--- src/rtl/psum_pkg.sv ---
// ----------------------------------------------------------------------------
// psum_pkg
// Shared constants and types for the psum drain path.
//   BW       activation/weight width
//   BW_PSUM  psum width (2*BW+4), signed two's complement
//   COL      number of array columns / psum FIFOs drained in lockstep
//   ADDR_W   psum SRAM address width (depth 2**ADDR_W rows)
//   state_t  drain controller states
// ----------------------------------------------------------------------------
package psum_pkg;

    localparam int BW      = 4;
    localparam int BW_PSUM = 2 * BW + 4;
    localparam int COL     = 8;
    localparam int ADDR_W  = 4;

    typedef enum logic [1:0] {
        IDLE  = 2'd0,
        RUN   = 2'd1,
        FLUSH = 2'd2
    } state_t;

endpackage

--- src/rtl/psum_relu.sv ---
// ----------------------------------------------------------------------------
// psum_relu
// Combinational per-column clamp: negative psums become 0 when enabled,
// otherwise the value passes through unchanged (no width change).
// Ports:
//   en    in   1        clamp enable
//   din   in   BW_PSUM  signed psum
//   dout  out  BW_PSUM  clamped psum
// ----------------------------------------------------------------------------
module psum_relu
    import psum_pkg::*;
(
    input  logic               en,
    input  logic [BW_PSUM-1:0] din,
    output logic [BW_PSUM-1:0] dout
);

    assign dout = (en && din[BW_PSUM-1]) ? '0 : din;

endmodule

--- src/rtl/psum_drain_ctrl.sv ---
// ----------------------------------------------------------------------------
// psum_drain_ctrl
// Drains the per-column psum FIFOs into the psum SRAM one row at a time.
// A row is popped from all columns together once every column is non-empty,
// optionally ReLU'd, and written at base_addr + row index (mod SRAM depth).
//
// State table:
//   IDLE  | waiting for start; config sampled when a job is accepted
//   RUN   | popping rows whenever all FIFOs are non-empty
//   FLUSH | last row is being written; done pulses here
//
// Ports:
//   clk, reset     clock, synchronous active-high reset
//   start          1-cycle job launch (ignored while busy or while done pulses)
//   num_rows       rows in job (0 => immediate done), sampled at start
//   base_addr      first SRAM row, sampled at start
//   relu_en        clamp negatives to 0, sampled at start
//   fifo_empty     per-column empty flags
//   fifo_rd_en     per-column pop strobe (all bits equal)
//   fifo_rd_data   popped row, valid the cycle after the pop
//   sram_wen       write strobe, one cycle per row
//   sram_addr      write address
//   sram_wdata     packed (optionally clamped) row
//   busy           high in RUN/FLUSH
//   done           1-cycle pulse with the last write (or after a 0-row start)
// ----------------------------------------------------------------------------
module psum_drain_ctrl
    import psum_pkg::*;
(
    input  logic                   clk,
    input  logic                   reset,
    input  logic                   start,
    input  logic [ADDR_W:0]        num_rows,
    input  logic [ADDR_W-1:0]      base_addr,
    input  logic                   relu_en,
    input  logic [COL-1:0]         fifo_empty,
    output logic [COL-1:0]         fifo_rd_en,
    input  logic [COL*BW_PSUM-1:0] fifo_rd_data,
    output logic                   sram_wen,
    output logic [ADDR_W-1:0]      sram_addr,
    output logic [COL*BW_PSUM-1:0] sram_wdata,
    output logic                   busy,
    output logic                   done
);

    state_t state, state_nxt;

    logic [ADDR_W:0]        num_rows_q;
    logic [ADDR_W:0]        issued;
    logic [ADDR_W:0]        written;
    logic [ADDR_W-1:0]      base_q;
    logic                   relu_q;
    logic                   zero_done_q;
    logic                   wen_q;
    logic                   pop;
    logic                   accept;
    logic                   last_pop;
    logic [COL*BW_PSUM-1:0] relu_row;

    // A start coinciding with the zero-row done pulse is dropped as well.
    assign accept   = (state == IDLE) && start && !zero_done_q;
    assign pop      = (state == RUN) && (&(~fifo_empty)) && (issued < num_rows_q);
    assign last_pop = pop && ((issued + (ADDR_W+1)'(1)) == num_rows_q);

    // State register
    always_ff @(posedge clk) begin
        if (reset) begin
            state <= IDLE;
        end else begin
            state <= state_nxt;
        end
    end

    // Next-state logic
    always_comb begin
        state_nxt = state;
        case (state)
            IDLE:    if (accept && (num_rows != '0)) state_nxt = RUN;
            RUN:     if (last_pop)                   state_nxt = FLUSH;
            FLUSH:   state_nxt = IDLE;
            default: state_nxt = IDLE;
        endcase
    end

    // Outputs decoded from state
    always_comb begin
        fifo_rd_en = {COL{pop}};
        busy       = (state != IDLE);
        done       = (state == FLUSH) || zero_done_q;
    end

    // Config, counters and write pipeline
    always_ff @(posedge clk) begin
        if (reset) begin
            num_rows_q  <= '0;
            base_q      <= '0;
            relu_q      <= 1'b0;
            issued      <= '0;
            written     <= '0;
            zero_done_q <= 1'b0;
            wen_q       <= 1'b0;
        end else begin
            zero_done_q <= accept && (num_rows == '0);
            wen_q       <= pop;
            if (accept) begin
                num_rows_q <= num_rows;
                base_q     <= base_addr;
                relu_q     <= relu_en;
                issued     <= '0;
                written    <= '0;
            end else begin
                if (pop)   issued  <= issued + 1'b1;
                if (wen_q) written <= written + 1'b1;
            end
        end
    end

    for (genvar c = 0; c < COL; c++) begin : g_relu
        psum_relu u_relu (
            .en   (relu_q),
            .din  (fifo_rd_data[c*BW_PSUM +: BW_PSUM]),
            .dout (relu_row[c*BW_PSUM +: BW_PSUM])
        );
    end

    // The FIFO presents popped data in the cycle after the pop, which is the
    // same cycle the write strobe is up, so the row is forwarded straight
    // through the clamp. Address and data are held at 0 between writes.
    assign sram_wen   = wen_q;
    assign sram_addr  = wen_q ? ADDR_W'({1'b0, base_q} + written) : '0;
    assign sram_wdata = wen_q ? relu_row : '0;

endmodule

--- config.mk ---
export PLATFORM = sky130hd
export DESIGN_NAME = psum_drain_ctrl
export DESIGN_NICKNAME = d
export VERILOG_FILES = /design/src/rtl/psum_pkg.sv /design/src/rtl/psum_relu.sv /design/src/rtl/psum_drain_ctrl.sv
export SDC_FILE = /design/constraint.sdc
export NUM_CORES = 1
export LEC_CHECK = 0
export ABC_AREA = 1
export BUFFER_PORTS_ARGS = -buffer_cell sky130_fd_sc_hd__buf_4
export CORE_MARGIN = 4
export CORE_UTILIZATION = 25
export CTS_CLUSTER_SIZE = 20
export DETAILED_ROUTE_END_ITERATION = 12
export SYNTH_ARGS = -nofsm -noshare
export SYNTH_HDL_FRONTEND = slang
export SYNTH_HIERARCHICAL = 1
export SYNTH_SLANG_ARGS = --single-unit
--- constraint.sdc ---
create_clock -name clk -period 2 [get_ports clk]
set_input_delay 0.3 -clock clk [delete_from_list [all_inputs] [get_ports clk]]
set_output_delay 0.3 -clock clk [all_outputs]
set_load 0.03 [all_outputs]
==> results.json <==
{
  "synth_nets": 731,
  "vias": 4009,
  "syn_inst": 603,
  "antennaDiodeCount": 0,
  "maxSlewHeadroom_pct": 74.75,
  "cp_cell_sequence": "inv_2, ha_2, inv_2, nand2_2, nand2_1, nand2_1, nand2_1, nand2_1, nand2_1, nand2_2, nand2_2, clkinv_4, buf_6",
  "peakVddDrop_v": 0.0003620,
  "yosys_warnings": 6,
  "die_h_um": 120.7,
  "clock_skew_ps": 5.021,
  "ioPinCount": 228,
  "crit_fanout": 8,
  "dp_cells": 970,
  "die_area_um2": 14560,
  "period_share_pct": 96.06,
  "p_leak_nw": 3.619,
  "grt_use_total_pct": 15.37,
  "slew_violations": 0,
  "syn_avg_cell_area_um2": 5.264,
  "yosysUniqueCellTypes": 30,
  "final_cells": 977,
  "rows": 40,
  "antenna_left": 0,
  "cellPowerDensity_nw_per_um2": 280.5,
  "io_buffers": 227,
  "critical-path-slowest-cell": "dfxtp_4",
  "hpwl_um": 9871,
  "hold_path_depth": 2,
  "hold_end": "base_q[3]$_SDFFE_PP0P_",
  "r2r_end": "state[0]$_SDFFE_PP0P_",
  "hold_ws_ps": 249.7,
  "grt_setup_unrepaired": "true",
  "clock_sinks": 23,
  "gr-total-overflow": 0,
  "cp_common_cell": "nand2_1",
  "grt_pass1_vias": 3417,
  "hold_violations": 0,
  "antenna_found_initial": 0,
  "first_iter_violations": 218,
  "syn2layout_area_growth_pct": 60.23,
  "reg2reg_from": "issued[0]$_SDFFE_PP0P_",
  "reg2regPathDepth": 8,
  "core_um2": 12210,
  "total_power_mw": 1.427,
  "drtPass1Iterations": 4,
  "final_common_cell": "buf_4",
  "h-tree-depth": 1,
  "dieWidth_um": 120.7,
  "holdCritStartpoint": "base_addr[3]",
  "layout_common_cells": "buf_4 (226), inv_1 (218), nand2_1 (138), a21oi_1 (99), dfxtp_1 (18)",
  "clkSlewWorstSetupHoldPaths_ps": 60,
  "start_kind": "flip-flop",
  "nets": 938,
  "wl_per_cell_um": 12.59,
  "synth_edf_count": 0,
  "ys.flop_type": "dfxtp_1",
  "worstSetupPathType": "flip-flop to output pin",
  "pre_cts_slack_ps": 149.5,
  "maxCapViolations": 0,
  "fin_ws_ps": 78.85,
  "status": "finished, final reports clean",
  "grt_max_degree": 62,
  "cts_buffers": 3,
  "cp.arrival_ps": 1620,
  "ys_ff_latch": 23,
  "start_util_pct": 25.99,
  "fmax_ghz": 0.5205,
  "clk_latency_ps": 250,
  "synthArstFlopShare_pct": 0,
  "drt-total-wl_um": 12300,
  "slowest_delay_ps": 350,
  "required_ps": 1700,
  "crit_path_end_kind": "output pin",
  "synth_area_um2": 3174,
  "vias_per_cell": 4.103,
  "gp_congestion": 0.8656,
  "grt_pass1_wl_um": 18240,
  "finalCriticalPeriod_ps": 1921,
  "yosysSeqAreaShare_pct": 14.51,
  "tightest_slew_ps": 378.7,
  "hold_class": "input port to flip-flop",
  "rrSetupSlack_ps": 380,
  "cts_buffer_depth": 2,
  "clockRootBuffer": "clkbuf_16",
  "cts_tree": "built",
  "drc": 0,
  "setup_violations": 0,
  "drive_gt1_share_pct": 33.50
}
[where the power goes]
group	internal [mW]	switching, mW	total, mW
Combinational	0.256	0.252	0.508
Sequential	0.473	0.0114	0.485
Clock	0.269	0.165	0.434
Total	0.998	0.429	1.43
[sequential cells by signal, summed over array words and instances, names as in the netlist]
name / count
state: 2
relu_q: 1
num_rows_q: 5
base_q: 4
sram_wen: 1
zero_done_q: 1
written: 4
issued: 5
[layout make-up]
cell class / count / area, um2
multi-input cells: 319 / 1614
flip-flops and latches: 23 / 471.7
clock inverters: 1 / 5.005
fillers: 1380 / 7126
well taps: 168 / 210.2
inverters: 225 / 852.1
clock buffers: 3 / 75.07
repair buffers: 238 / 1858
[routing by layer]
metal	track usage, %	up-vias	wire length (um)
met3	4.724	12	1086
met5	0	-	0
met4	2.975	0	245
met1	18.19	1719	4881
met2	27.42	135	6086
li1	-	2143	-
[repair_timing]
| action | CTS | global route |
|---|---|---|
| cloned | 0 | 0 |
| pin swaps | 0 | 7 |
| buffers inserted | 0 | 3 |
| hold buffers | 0 | 0 |
| endpoints found under the setup margin | 8 | 9 |
| gates resized for setup | 13 | 16 |
| hold endpoints to repair | 0 | 0 |
[how the worst max path moves through the flow]
| stage | endpoint | start |
|---|---|---|
| CTS | fifo_rd_en[7] | num_rows_q[1]$_SDFFE_PP0P_ |
| finish | fifo_rd_en[7] | issued[0]$_SDFFE_PP0P_ |
| global route | fifo_rd_en[3] | issued[0]$_SDFFE_PP0P_ |
| floorplan | sram_addr[3] | sram_wen$_SDFF_PP0_ |
| detailed placement | fifo_rd_en[7] | num_rows_q[1]$_SDFFE_PP0P_ |
| global placement | fifo_rd_en[5] | num_rows_q[1]$_SDFFE_PP0P_ |
[cell families (layout without fill, tap and decap cells)]
kind of cell    Yosys count  count (layout)  share of synthesized area [%]
compound gates          115             115                          19.16
xor+xnor                  1               1                         0.2760
fa+ha+maj                11              11                          4.572
buf+inv                 261             467                          35.99
flops                    23              23                          14.51
mux                       1               1                         0.3153
simple gates            191             191                          25.19
[metrics by stage]
stage	TNS (ps)	cell area, um2	utilization [%]
5_1_grt	-343.3	5086	41.65
2_1_floorplan	0	3174	-
6_report	0	5086	41.65
3_3_place_gp	0	4893	40.07
4_1_cts	0	5012	41.05
3_5_place_dp	0	4893	40.07
[worst max-delay path, delay by kind of cell, from the launching register on]
| family | cells | cell delay [ps] |
|---|---|---|
| and+or+nand+nor | 8 | 470 |
| buffers and inverters | 4 | 370 |
| DFF | 1 | 350 |
| adders and majority gates | 1 | 200 |
[synthesized netlist by cell type, types with 2 or more instances]
| library cell | count | area (um2) |
|---|---|---|
| buf_2 | 10 | 50.05 |
| buf_4 | 8 | 60.06 |
| nand2_1 | 141 | 529.3 |
| a22o_1 | 6 | 52.55 |
| nand3_1 | 15 | 75.07 |
| inv_1 | 222 | 833.3 |
| o21ai_0 | 4 | 20.02 |
| inv_2 | 3 | 11.26 |
| nor3_1 | 4 | 20.02 |
| clkbuf_1 | 2 | 7.510 |
| a21oi_1 | 99 | 495.5 |
| dfxtp_1 | 23 | 460.4 |
| nor2_2 | 2 | 12.51 |
| buf_6 | 16 | 180.2 |
| nor2_4 | 2 | 22.52 |
| nand4_1 | 6 | 37.54 |
| ha_1 | 10 | 125.1 |
| o22ai_1 | 2 | 12.51 |
| nor2_1 | 17 | 63.81 |
No activity file was read; power rests on OpenSTA's default activity.
